$ cat src/rtl/bufgmux_ctrl_pkg.sv
// Shared types and constants for the global clock mux select controller.
package bufgmux_ctrl_pkg;

  typedef enum logic [1:0] {
    ST_IDLE   = 2'd0,
    ST_SETTLE = 2'd1,
    ST_DWELL  = 2'd2
  } state_e;

  localparam logic SEL_IN0 = 1'b0;
  localparam logic SEL_IN1 = 1'b1;

endpackage

$ cat src/rtl/bufgmux_sel_ctrl.sv
// Select-line controller for the global clock mux: handshaked switch requests,
// dead-clock rejection, automatic failover, and settle/dwell hold windows.
module bufgmux_sel_ctrl
  import bufgmux_ctrl_pkg::*;
#(
  parameter int unsigned SETTLE_CYCLES = 16,
  parameter int unsigned DWELL_CYCLES  = 1024
) (
  input  logic aclk,
  input  logic areset,
  input  logic req_valid,
  input  logic req_sel,
  output logic req_ready,
  input  logic alive0,
  input  logic alive1,
  input  logic failover_en,
  output logic selection,
  output logic busy,
  output logic switch_done,
  output logic req_err,
  output logic failover
);

  localparam int unsigned MAX_CYC = (SETTLE_CYCLES > DWELL_CYCLES) ? SETTLE_CYCLES : DWELL_CYCLES;
  localparam int unsigned CNT_W   = (MAX_CYC > 1) ? $clog2(MAX_CYC) : 1;
  localparam logic [CNT_W-1:0] SETTLE_LOAD = CNT_W'(SETTLE_CYCLES - 1);
  localparam logic [CNT_W-1:0] DWELL_LOAD  = CNT_W'(DWELL_CYCLES - 1);

  state_e           state_q, state_d;
  logic             selection_q, selection_d;
  logic [CNT_W-1:0] cnt_q, cnt_d;
  logic             switch_done_q, switch_done_d;
  logic             req_err_q, req_err_d;
  logic             failover_q, failover_d;

  logic alive_cur, alive_oth, fo_cond, accept, req_alive;

  assign alive_cur = selection_q ? alive1 : alive0;
  assign alive_oth = selection_q ? alive0 : alive1;
  assign fo_cond   = failover_en && !alive_cur && alive_oth;
  assign req_alive = req_sel ? alive1 : alive0;
  assign req_ready = !areset && (state_q == ST_IDLE) && !fo_cond;
  assign accept    = req_valid && req_ready;

  // Next-state, selection and counter; failover outranks any user request.
  always_comb begin
    state_d       = state_q;
    selection_d   = selection_q;
    cnt_d         = cnt_q;
    switch_done_d = 1'b0;
    req_err_d     = 1'b0;
    failover_d    = 1'b0;
    case (state_q)
      ST_IDLE: begin
        if (fo_cond) begin
          selection_d = !selection_q;
          failover_d  = 1'b1;
          cnt_d       = SETTLE_LOAD;
          state_d     = ST_SETTLE;
        end else if (accept) begin
          if (req_sel == selection_q) begin
            switch_done_d = 1'b1;
          end else if (!req_alive) begin
            req_err_d = 1'b1;
          end else begin
            selection_d = req_sel;
            cnt_d       = SETTLE_LOAD;
            state_d     = ST_SETTLE;
          end
        end else begin
          state_d = ST_IDLE;
        end
      end
      ST_SETTLE: begin
        if (cnt_q == CNT_W'(0)) begin
          switch_done_d = 1'b1;
          cnt_d         = DWELL_LOAD;
          state_d       = ST_DWELL;
        end else begin
          cnt_d = cnt_q - CNT_W'(1);
        end
      end
      ST_DWELL: begin
        if (fo_cond) begin
          selection_d = !selection_q;
          failover_d  = 1'b1;
          cnt_d       = SETTLE_LOAD;
          state_d     = ST_SETTLE;
        end else if (cnt_q == CNT_W'(0)) begin
          state_d = ST_IDLE;
        end else begin
          cnt_d = cnt_q - CNT_W'(1);
        end
      end
      default: begin
        state_d = ST_IDLE;
        cnt_d   = CNT_W'(0);
      end
    endcase
  end

  // State and output registers with synchronous reset.
  always_ff @(posedge aclk) begin
    if (areset) begin
      state_q       <= ST_IDLE;
      selection_q   <= SEL_IN0;
      cnt_q         <= CNT_W'(0);
      switch_done_q <= 1'b0;
      req_err_q     <= 1'b0;
      failover_q    <= 1'b0;
    end else begin
      state_q       <= state_d;
      selection_q   <= selection_d;
      cnt_q         <= cnt_d;
      switch_done_q <= switch_done_d;
      req_err_q     <= req_err_d;
      failover_q    <= failover_d;
    end
  end

  assign selection   = selection_q;
  assign busy        = (state_q != ST_IDLE);
  assign switch_done = switch_done_q;
  assign req_err     = req_err_q;
  assign failover    = failover_q;

endmodule

$ cat config.mk
export PLATFORM = sky130hd
export DESIGN_NAME = bufgmux_sel_ctrl
export DESIGN_NICKNAME = d
export VERILOG_FILES = /design/src/rtl/bufgmux_ctrl_pkg.sv /design/src/rtl/bufgmux_sel_ctrl.sv
export SDC_FILE = /design/constraint.sdc
export NUM_CORES = 1
export LEC_CHECK = 0
export BUFFER_PORTS_ARGS = -buffer_cell sky130_fd_sc_hd__buf_4
export CAP_MARGIN = 25
export CORE_MARGIN = 5
export CORE_UTILIZATION = 25
export CTS_BUF_LIST = sky130_fd_sc_hd__clkbuf_8 sky130_fd_sc_hd__clkbuf_16
export CTS_CLUSTER_DIAMETER = 60
export DETAILED_ROUTE_END_ITERATION = 8
export PLACE_DENSITY_LB_ADDON = 0.25
export SLEW_MARGIN = 0
export SYNTH_ARGS = -nofsm -noshare
export SYNTH_HDL_FRONTEND = slang
export SYNTH_SLANG_ARGS = --single-unit
$ cat constraint.sdc
create_clock -name aclk -period 3.1 [get_ports aclk]
set_input_delay 0 -clock aclk [delete_from_list [all_inputs] [get_ports aclk]]
set_output_delay 0 -clock aclk [all_outputs]
set_load 0.02 [all_outputs]
Word-level counts from Yosys, hierarchy flattened
Cells that the tools add are included.
{"block": "totals", "out_inout_bits": 6, "in_bits": 7, "reg_bits": 16, "elab_cells": 73}
{"block": "op_classes", "bitwise_logic": 3, "mux": 32, "n_reduce_logical": 19, "eq_ne": 12, "addsub": 1}
{"operator": "$mux 10", "count": 7}
{"operator": "$pmux 10 s3", "count": 1}
{"operator": "$ne 3x3->1 const B", "count": 5}
{"operator": "$mux 1", "count": 14}
{"operator": "$mux 2", "count": 7}
{"operator": "$logic_not 10->1", "count": 1}
{"operator": "$sub 10x1->10 const B", "count": 1}
{"operator": "$ne 4x4->1 const B", "count": 2}
{"operator": "$reduce_and 4->1", "count": 2}
{"operator": "$pmux 2 s3", "count": 1}
{"operator": "$logic_and 1x1->1", "count": 5}
{"operator": "$reduce_and 5->1", "count": 1}
{"operator": "$reduce_or 5->1", "count": 1}
{"operator": "$logic_not 1->1", "count": 4}
{"operator": "$ne 2x2->1 const B", "count": 2}
{"operator": "$pmux 1 s2", "count": 2}
{"operator": "$reduce_bool 2->1", "count": 2}
{"operator": "$reduce_or 2->1", "count": 2}
{"operator": "$not 1->1", "count": 3}
{"operator": "$eq 2x1->1 const B", "count": 1}
{"operator": "$eq 2x2->1 const B", "count": 1}
{"operator": "$logic_not 2->1", "count": 1}
{"operator": "$eq 1x1->1", "count": 1}

Longest topological paths before layout
Gate-level depths: netlist of the first run.
{"block": "logic_depth", "word_depth": 10, "ltp_mapped": 8, "ltp_nobuf": 7}

Worst setup path after synthesis of the first run
OpenSTA, ideal clock, no wires.
{"block": "synth_timing", "kind": "register to register", "startpoint": "register cnt_q[0]", "endpoint": "register cnt_q[3]", "stages_incl_launch_ff": 9, "required_time_ns": 2.984, "period_less_slack_ns": 2.035, "arrival_time_ns": 1.919, "n_path_buf": 1, "setup_time_ns": 0.116, "setup_slack_ns": 1.065, "path_cell_list": "dfxtp_1 -> inv_1 -> ha_1 -> or4b_4 -> o31ai_2 -> and3_1 -> buf_2 -> a2111oi_0 -> a31o_1"}
{"block": "synth_via", "elab_chain_len": 4, "elab_cells_between_ends": 8, "cone_classes": "add/sub (1); eq/ne (1); mux (4); reduce/logical (2)"}
{"element": "from (decl)", "line": "bufgmux_sel_ctrl.sv:31", "source": "logic [CNT_W-1:0] cnt_q, cnt_d;"}
{"element": "from (signal assigned)", "line": "bufgmux_sel_ctrl.sv:114", "source": "cnt_q <= cnt_d;"}
{"element": "$sub 10x1->10", "line": "bufgmux_sel_ctrl.sv:80, bufgmux_sel_ctrl.sv:92"}
{"element": "$mux 10", "line": "bufgmux_sel_ctrl.sv:89", "source": "end else if (cnt_q == CNT_W'(0)) begin"}
{"element": "$mux 10", "line": "bufgmux_sel_ctrl.sv:84", "source": "if (fo_cond) begin"}
{"element": "$pmux 10 s3", "line": "bufgmux_sel_ctrl.sv:53", "source": "case (state_q)"}
Several ways; a longest one is shown, not always the timed one. The select of a mux whose other input is x is not followed.
A chain may end at the register's enable or synchronous reset.

Worst setup path in the final report of the first run
Ends and elaborated chain as after synthesis.

==> impl_results.md, run 1 <==
* Status: finished clean
* Initial DRC count at 45
* Setup bufs post-CTS at 0
* CTS tree: built
* Post-Syn Area at 986 µm²
* Layout fillers at around 430
* Wire per inst at about 14 µm
* Initial Util at 26.3%
* Sequential fraction of the synthesis area at between 30% and 40%
* Worst setup EP type: flip-flop
* Mapped Nets at 130
* Total chip power at 0.683 mW
* Main synth FF type: dfxtp_1
* Routed wl met2 at around 1.2 mm
* Largest net degree at the start of global routing at 17
* Hold bufs inserted after CTS at 0
* Core ar. at around 3700 µm²
* Unrepaired setup endpoints after global routing: false
* Largest family of logic cells by synthesized area: compound AO/OA/AOI/OAI gates
* #FFs+latches synth at 16
* Most frequent cells after synthesis: 16 x dfxtp_1, 13 x a21oi_1, 10 x nand2_1, 9 x inv_1, 7 x nor2_1
* Startpoint types: flip-flop
* Post-synth EDFFs at 0
* Xor/xnor share of the synthesized area at less than 1%
* Area share of the largest cell type after synthesis at roughly 32%
* Clock Latency Late Sink at between 0.2 and 0.3 ns
* Die W at 72.8 µm
* Top routing layer used: met4
* Ant. Diodes at 0
* Pwr/cell area at 589 nW/µm²
* Final worst path period need at about 2.3 ns
* Num rows at 22
* Layout cell share with drive strength beyond 1 at a little under a fifth
* Placer Congestion at between 0.8 and 0.9
* Skew final at 0.00178 ns
* Post-synth ARST share at 0%
* Final period utilization at 72.6%
* Total GRT Usage at between 10% and 20%
* First-pass GRT wire length at ~4.2 mm
* Port Buf Inserts at 12
* GR Overflow Total at 0
* Critical path type: flip-flop to flip-flop
* Largest area contributor in the netlist: dfxtp_1
* Static Leak at 0.446 nW
* Detailed Routing Iterations Pass 1 at 5
* Synth area leaders: dfxtp_1 32%, a21oi_1 6.6%, nand2_1 3.8%
* TNS Setup at 0 ns
* VDD IR-drop max at roughly 0.14 mV
* Vias at approximately 920
* Setup violations, final at 0
* H-tree lvl count at 1
* DR DRC count at 0
* Post-DR vias/cell at 5.15
* Min-delay worst type: input pin to flip-flop
* Number of max-slew violations in the final report at 0
* DRT antenna net count at 0
* Cts repair resizes at 0
* FMAX at 0.444 GHz
* IO Pins at 13
* Area share of fa/ha/maj cells after synthesis at between 1 and 1.5%
* Max clock buf depth at 2
* Drt total wl at between 2 and 2.5 mm
* Met1 WL at between 1 and 1.5 mm
* Inserted Clock Buffers at 3
* Synth Area in Compound Gates at between 20% and 30%
* Initial antenna violation count at 0
* Final hold violation count at 0
* Metal3 WL at roughly 35 µm
* CP required at approximately 3.3 ns
* P&R area growth vs syn at 17.6%
* Max Cap Viol at 0
* Tightest Pin Transition at ~0.56 ns
* Clock-pin slew on the worst setup and hold paths at 0.06 ns
* YS warnings at 0
* Worst-path fanout max at 9
* Root buf cell: clkbuf_8
* Simple-gate share of the synthesized area at approximately 29%
* Max_slew headroom at between 60% and 70%
* Die Height at 72.8 µm
* Nets at 140
* Yosys cell types at 49
* Count leader, synth: dfxtp_1
* Vias in the first global route at 907
* Die area at between 5000 and 6000 µm²
* Worst Path Arrival at about 2.4 ns
* Dpl hpwl at around 1.8 mm
* Synth Instances at around 120
* Clock sink total at 16
* Mux share of post-synthesis cell area at 0%
* Mapped Avg Cell Area at 8.08 µm²
## power breakdown
part           internal, mW  switching, mW  total [mW]
Combinational        0.0964          0.138       0.234
Clock                 0.113         0.0748       0.188
Sequential            0.229         0.0323       0.261
Total                 0.438          0.245       0.683
## placed cells by master, fill, tap and decap left out, drive strengths merged, types with 2 or more instances in the layout
cell	netlist	layout
nor3	6	6
or3	2	2
nand2b	2	2
clkbuf	3	4
inv	9	9
dfxtp	16	16
or4	2	2
nand3b	2	2
nand2	10	10
nand3	4	4
o31ai	2	2
a21oi	13	13
nor2	7	7
o32ai	2	2
and3b	2	2
buf	4	12
a221oi	2	2
a2111oi	2	2
o21ai	7	7
## flip-flops by register name, summed over array words and instances (netlist names)
name	flops
cnt_q	10
failover	1
req_err	1
selection	1
state_q	2
switch_done	1
## worst max-delay path, stage by stage, from the launching register on
cell	delay, ns
dfxtp_1	0.34
inv_1	0.07
ha_1	0.22
or4b_4	0.52
o31ai_2	0.28
and3_1	0.39
a2111oi_0	0.12
a31o_1	0.20
## worst paths after layout
check | start | to | slack, ns | depth (start not counted)
worst max-delay path | cnt_q[0] | cnt_q[3] | 0.85 | 7
worst max register to register | cnt_q[0] | cnt_q[3] | 0.85 | 7
worst min-delay path | req_valid | req_err | 0.04 | 3
worst min register to register | cnt_q[8] | cnt_q[8] | 0.47 | 2
## stage by stage
stage | cell area, µm² | utilization [%] | setup slack [ns] | instances | hold slack (ns)
after global placement | 1100 | 29.5 | 0.943 | 175 | 0.304
after detailed placement | 1100 | 29.5 | 0.849 | 175 | 0.301
after CTS | 1160 | 31.0 | 0.831 | 179 | 0.0271
after floorplan | 986 | - | 1.07 | 122 | 0.0907
final | 1160 | 31.0 | 0.849 | 179 | 0.0367
after global routing | 1160 | 31.0 | 0.667 | 179 | 0.0484
## cells by family after synthesis
kind of cell | after synthesis
compound gates | 40
xor+xnor | 1
fa+ha+maj | 1
buf+inv | 16
flops | 16
simple gates | 48
## area by class of cell
class / count / area [µm²] / area share, %
Tap cell: 48 / 60.1 / 5.18
Inverter: 9 / 33.8 / 2.91
Clock buffer: 4 / 55.1 / 4.75
Multi-Input combinational cell: 90 / 601 / 51.8
Timing Repair Buffer: 12 / 90.1 / 7.77
Sequential cell: 16 / 320 / 27.6
## per-layer routing
layer  vias to the layer above  track usage (%)
met5                         -                0
met1                       433             12.4
li1                        475                -
met4                         0             6.76
met3                         7             2.20
met2                         6             15.7
No activity file was read; power rests on OpenSTA's default activity.
==> inputs of run 2 (changes only) <==
Clock period 3.1 ns to 2.2 ns, I/O delays scaled along.
==> run 2 against run 1 <==
Final cell count grew 1.7%. Power grew 40%. Count of clock-buffer cells in the layout shrank 1. Fmax grew 6.4%. Routed wire length shrank 1.5%. Combinational power grew 55%. Clock power grew 21%. Register-to-register slack lost 0.77 ns. Sequential share of layout area shrank 0.64 points. Via count grew 1.7%. Worst hold slack gained 0.0013 ns.
==> impl_results.md, run 2 (synthesis gave the netlist of run 1 again) <==
* IO Pins at 13
* H-tree lvl count at 1
* Core ar. at between 3000 and 4000 µm²
* Ant. Diodes at 0
* Place WS at about 0.056 ns
* Die Height at between 70 and 80 µm
* Worst Path Arrival at 2.29 ns
* Number of max-slew violations in the final report at 0
* Total GRT Usage at under 10%
* Commonest non-fill, non-tap cells in the layout: 16 x dfxtp_1, 16 x buf_4, 13 x a21oi_1
* GR Overflow Total at 0
* VDD IR-drop max at 0.209 mV
* CTS tree: built
* Final hold violation count at 0
* DRT antenna net count at 0
* Tightest Pin Transition at between 0.6 and 0.7 ns
* P&R area growth vs syn at 20.4%
* CP Buf/Inv Count at 2
* Worst-path fanout max at 5
* DR DRC count at 0
* Max Cap Viol at 0
* Total chip power at ~0.95 mW
* Final worst setup slack at approximately 0.084 ns
* Post-DR vias/cell at roughly 5
* Layout cell share with drive strength beyond 1 at between 20% and 30%
* Vias at around 940
* Crit-path leading delay family: simple AND/OR/NAND/NOR gates
* Inst Count DP at ~180
* TNS Setup at 0 ns
* Unrepaired setup endpoints after global routing: true
* Hold bufs inserted after CTS at 0
* Max reg flops at 10
* Critical path's slowest cell: or4b_4
* Number of non-filler instances in the completed layout at 182
* Die area at between 5000 and 6000 µm²
* Detailed Routing Iterations Pass 1 at 4
* Die W at 72.8 µm
* Largest regs: cnt_q: 10 flops, state_q: 2 flops
* Status: finished clean
* Clock Latency Late Sink at approximately 0.25 ns
* Wire per inst at ~13 µm
* Final worst path period need at 2.12 ns
* Critical path type: flip-flop to flip-flop
* CP Cell Sequence: inv_1 > ha_1 > or4b_4 > o31ai_2 > and3_4 > buf_4 > a21oi_1 > o32ai_2
* Placer Congestion at around 0.77
* Initial DRC count at 73
* Vias in the first global route at 888
* FMAX at 0.473 GHz
* First-pass GRT wire length at just under 4 mm
* Largest net degree at the start of global routing at 17
* Num rows at 22
* Initial antenna violation count at 0
* Nets at about 140
* Root buf cell: clkbuf_8
* Dpl hpwl at 1.81 mm
* CP required at between 2 and 2.5 ns
* Skew final at roughly 0.0019 ns
* Inserted Clock Buffers at 3
* Drt total wl at between 2 and 2.5 mm
* Worst setup EP type: flip-flop
* Initial Util at 26.3%
* Final period utilization at between 90% and 100%
* Setup violations, final at 0
* Port Buf Inserts at 12
* Min-delay worst type: input pin to flip-flop
* Startpoint types: flip-flop
* Max_slew headroom at a little over half
* Largest stage delay on the critical path at 0.51 ns
* Max clock buf depth at 2
* Clock sink total at 16
* Static Leak at between 0.4 and 0.5 nW
* Pwr/cell area at roughly 800 nW/µm²
* Clock-pin slew on the worst setup and hold paths at roughly 0.06 ns
* Largest Register: cnt_q
==> run 2: changes by cell type in the layout (fill, tap and decap cells not counted) <==
cell | before | now
a2111oi_0 | 2 | 1
clkbuf_8 | 4 | 3
and3_4 | 0 | 1
a2111oi_1 | 0 | 1
nand3_2 | 1 | 2
and3_1 | 1 | 0
buf_4 | 12 | 16
nand3_1 | 3 | 2
==> run 2: worst reg2reg max path, cell delays in order, from the launching register on <==
cell and delay (ns):
dfxtp_1 0.34, inv_1 0.07, ha_1 0.15, or4b_4 0.51, o31ai_2 0.31, and3_4 0.26
buf_4 0.14, a21oi_1 0.05, o32ai_2 0.20
==> run 2: area by class of cell <==
cell class | count | area, µm²
Fill cell | 416 | 2560
Multi-Input combinational cell | 90 | 612
Sequential cell | 16 | 320
Timing Repair Buffer | 16 | 120
Tap cell | 48 | 60.1
Clock buffer | 3 | 41.3
Inverter | 9 | 33.8
==> run 2: worst paths after layout <==
check	from	endpoint	slack, ns	cells past startpoint
worst min register to register	cnt_q[8]	cnt_q[8]	0.47	2
worst max register to register	cnt_q[0]	cnt_q[6]	0.08	8
worst min-delay path	req_valid	req_err	0.04	3
worst max-delay path	cnt_q[0]	cnt_q[6]	0.08	8
==> run 2: per-stage QoR <==
step / hold WS [ns] / utilization [%] / area (µm²)
after detailed placement: 0.305 / 30.3 / 1130
final: 0.0380 / 31.7 / 1190
after CTS: 0.0334 / 31.4 / 1180
after floorplan: 0.0907 / - / 986
after global placement: 0.304 / 30.3 / 1130
after global routing: 0.0523 / 31.7 / 1190
==> run 2: metal layers <==
metal	routed length [µm]	GRT usage [%]	vias up
met1	1110	10.8	438
met4	68	6.15	0
met5	0	0	-
li1	-	-	484
met2	1160	16.1	10
met3	51	2.07	5
==> run 2: power breakdown <==
group | switching (mW) | total [mW] | internal (mW)
sequential | 0.0407 | 0.363 | 0.322
combinational | 0.205 | 0.363 | 0.158
clock | 0.105 | 0.227 | 0.122
total | 0.351 | 0.953 | 0.602
==> run 2: repair_timing <==
item,CTS,global route
setup endpoints to repair,0,6
setup buffers,0,0
resized for setup,0,4
==> inputs of run 3 (changes only) <==
Settings changed: CORE_MARGIN 5 to unset.
Clock period 2.2 ns to 2 ns, I/O delays scaled along.
==> run 3 against run 2 <==
Cell area increased by 20%. Worst hold slack improved by 0.0047 ns. Utilization increased by 6.6 points. Clock power increased by 8.8%. Clock skew increased by 0.0040 ns. Fmax increased by 10%. Sequential share of layout area decreased by 4.3 points. Register-to-register slack about the same. Global-route usage increased by 4.1 points. Die area decreased by 21%. Largest power group is now combinational logic. Highest routed layer unchanged.
==> impl_results.md, run 3 (synthesis gave the netlist of run 1 again) <==
* Sequential Power Share at 32.3%
* Largest Register: cnt_q
* Area of the multi-input gates at around 700 µm²
* Place WS at -0.0811 ns
* Wire per inst at between 10 and 15 µm
* Drt total wl at between 2 and 3 mm
* Max_slew headroom at around 53%
* CTS tree: built
* Initial Util at between 20% and 30%
* Root buf cell: clkbuf_8
* Initial DRC count at 58
* Startpoint types: flip-flop
* Vias at between 1,000 and 1,500
* Worst-path fanout max at 4
* Number of max-slew violations in the final report at 0
* Final hold violation count at 0
* Hold_ws at approximately 0.043 ns
* Tightest Pin Transition at 0.695 ns
* Metal3 WL at approximately 52 µm
* Static Leak at 0.567 nW
* H-tree lvl count at 1
* DR DRC count at 0
* Num rows at 22
* Skew final at 0.00592 ns
* IO Pins at 13
* FMAX at between 0.5 and 0.6 GHz
* Status: finished clean
* Routed wl met2 at 1.34 mm
* VDD IR-drop max at 0.316 mV
* Pwr/cell area at 850 nW/µm²
* Detailed Routing Iterations Pass 1 at 4
* Commonest non-fill, non-tap cell in the layout: buf_4
* Dpl hpwl at ~1.9 mm
* Worst setup EP type: flip-flop
* First-pass GRT wire length at approximately 4.5 mm
* Largest regs: cnt_q: 10 flops, state_q: 2 flops
* Final worst path period need at 1.92 ns
* Switching share of power at between 30% and 40%
* Min-delay worst type: input pin to flip-flop
* Die area at ~4200 µm²
* Largest net degree at the start of global routing at 17
* Max clock buf depth at 2
* Ant. Diodes at 0
* P&R area growth vs syn at 44.4%
* Placer Congestion at about 0.8
* Final worst setup slack at ~0.085 ns
* Post-DR vias/cell at between 5 and 6
* Cell internal pwr at 0.761 mW
* Layout cell share with drive strength beyond 1 at about two fifths
* Die W at approximately 65 µm
* Max Cap Viol at 0
* Max reg flops at 10
* Die Height at ~65 µm
* Top routing layer used: met4
* Clock Latency Late Sink at roughly 0.25 ns
* Clock-pin slew on the worst setup and hold paths at about 0.070 ns
* Comb power frac at 47.3%
* CP required at 2.17 ns
* GR Overflow Total at 0
* Initial antenna violation count at 0
* Nets at approximately 160
* Port Buf Inserts at 12
* DRT antenna net count at 0
* Unrepaired setup endpoints after global routing: true
* Layout fillers at 379
* Total GRT Usage at a little over an eighth
* Worst Path Arrival at 2.09 ns
* Total chip power at between 1 and 1.5 mW
* Critical path type: flip-flop to flip-flop
* Inserted Clock Buffers at 3
* Final period utilization at between 90% and 100%
* Core ar. at ~3700 µm²
* Clock Power Share at just over 20%
* Vias in the first global route at about 1,000
* Setup violations, final at 0
* Commonest non-fill, non-tap cells in the layout: 35 x buf_4, 14 x dfxtp_1, 12 x a21oi_1
* Met1 WL at between 1 and 1.5 mm
* Register Area at 323 µm²
* Net switching power at between 0.4 and 0.5 mW
* Clock sink total at 16
run 3: changes by cell type in the layout (fill, tap and decap cells not counted), sizes merged:
| cell | delta |
|---|---|
| buf | +19 |
run 3: final timing paths:
path	depth (start not counted)	start	to	slack, ns
worst max register to register	7	cnt_q[1]	cnt_q[5]	0.08
worst min register to register	2	cnt_q[8]	cnt_q[8]	0.50
worst min-delay path	3	req_valid	req_err	0.04
worst max-delay path	7	cnt_q[1]	cnt_q[5]	0.08
run 3: worst max-delay path, stage by stage, from the launching register on:
cell and delay, ns:
dfxtp_2 0.32, inv_2 0.06, ha_4 0.12, or4b_4 0.50
or4_4 0.52, nand2_1 0.09, a21oi_1 0.08, a211oi_2 0.15
run 3: what timing repair did:
item                       in CTS  in global routing
gates resized for setup         7                 17
cloned                          0                  0
pin swaps                       1                  7
buffers inserted                1                  3
setup endpoints to repair       8                 10
hold buffers                    0                  0
run 3: power by group through the flow:
stage | Clock, mW | Combinational, mW | Sequential [mW]
after floorplan | 0 | 0.296 | 0.396
after global placement | 0 | 0.470 | 0.390
after detailed placement | 0 | 0.478 | 0.390
after CTS | 0.249 | 0.510 | 0.385
after global routing | 0.268 | 0.629 | 0.396
final | 0.247 | 0.573 | 0.391
run 3: routing by layer:
layer	GRT usage [%]	vias to the layer above
met4	6.94	0
met3	2.29	4
li1	-	519
met5	0	-
met2	23.7	10
met1	15.9	505
run 3: per-stage QoR:
stage / cells / area [µm²] / setup TNS [ns] / utilization [%]
floorplan: 122 / 997 / -0.00237 / -
global placement: 194 / 1260 / -0.0941 / 33.8
detailed placement: 194 / 1260 / -0.237 / 33.8
CTS: 198 / 1340 / 0 / 35.9
global route: 201 / 1420 / -0.0573 / 38.3
finish: 201 / 1420 / 0 / 38.3
run 3: cell type report:
class                      instances  area share (%)
clock buffer                       3            2.90
multi-input combinational         90            49.4
inverter                           9            2.37
sequential                        16            22.7
tap                               48            4.22
timing repair buffer              35            18.5
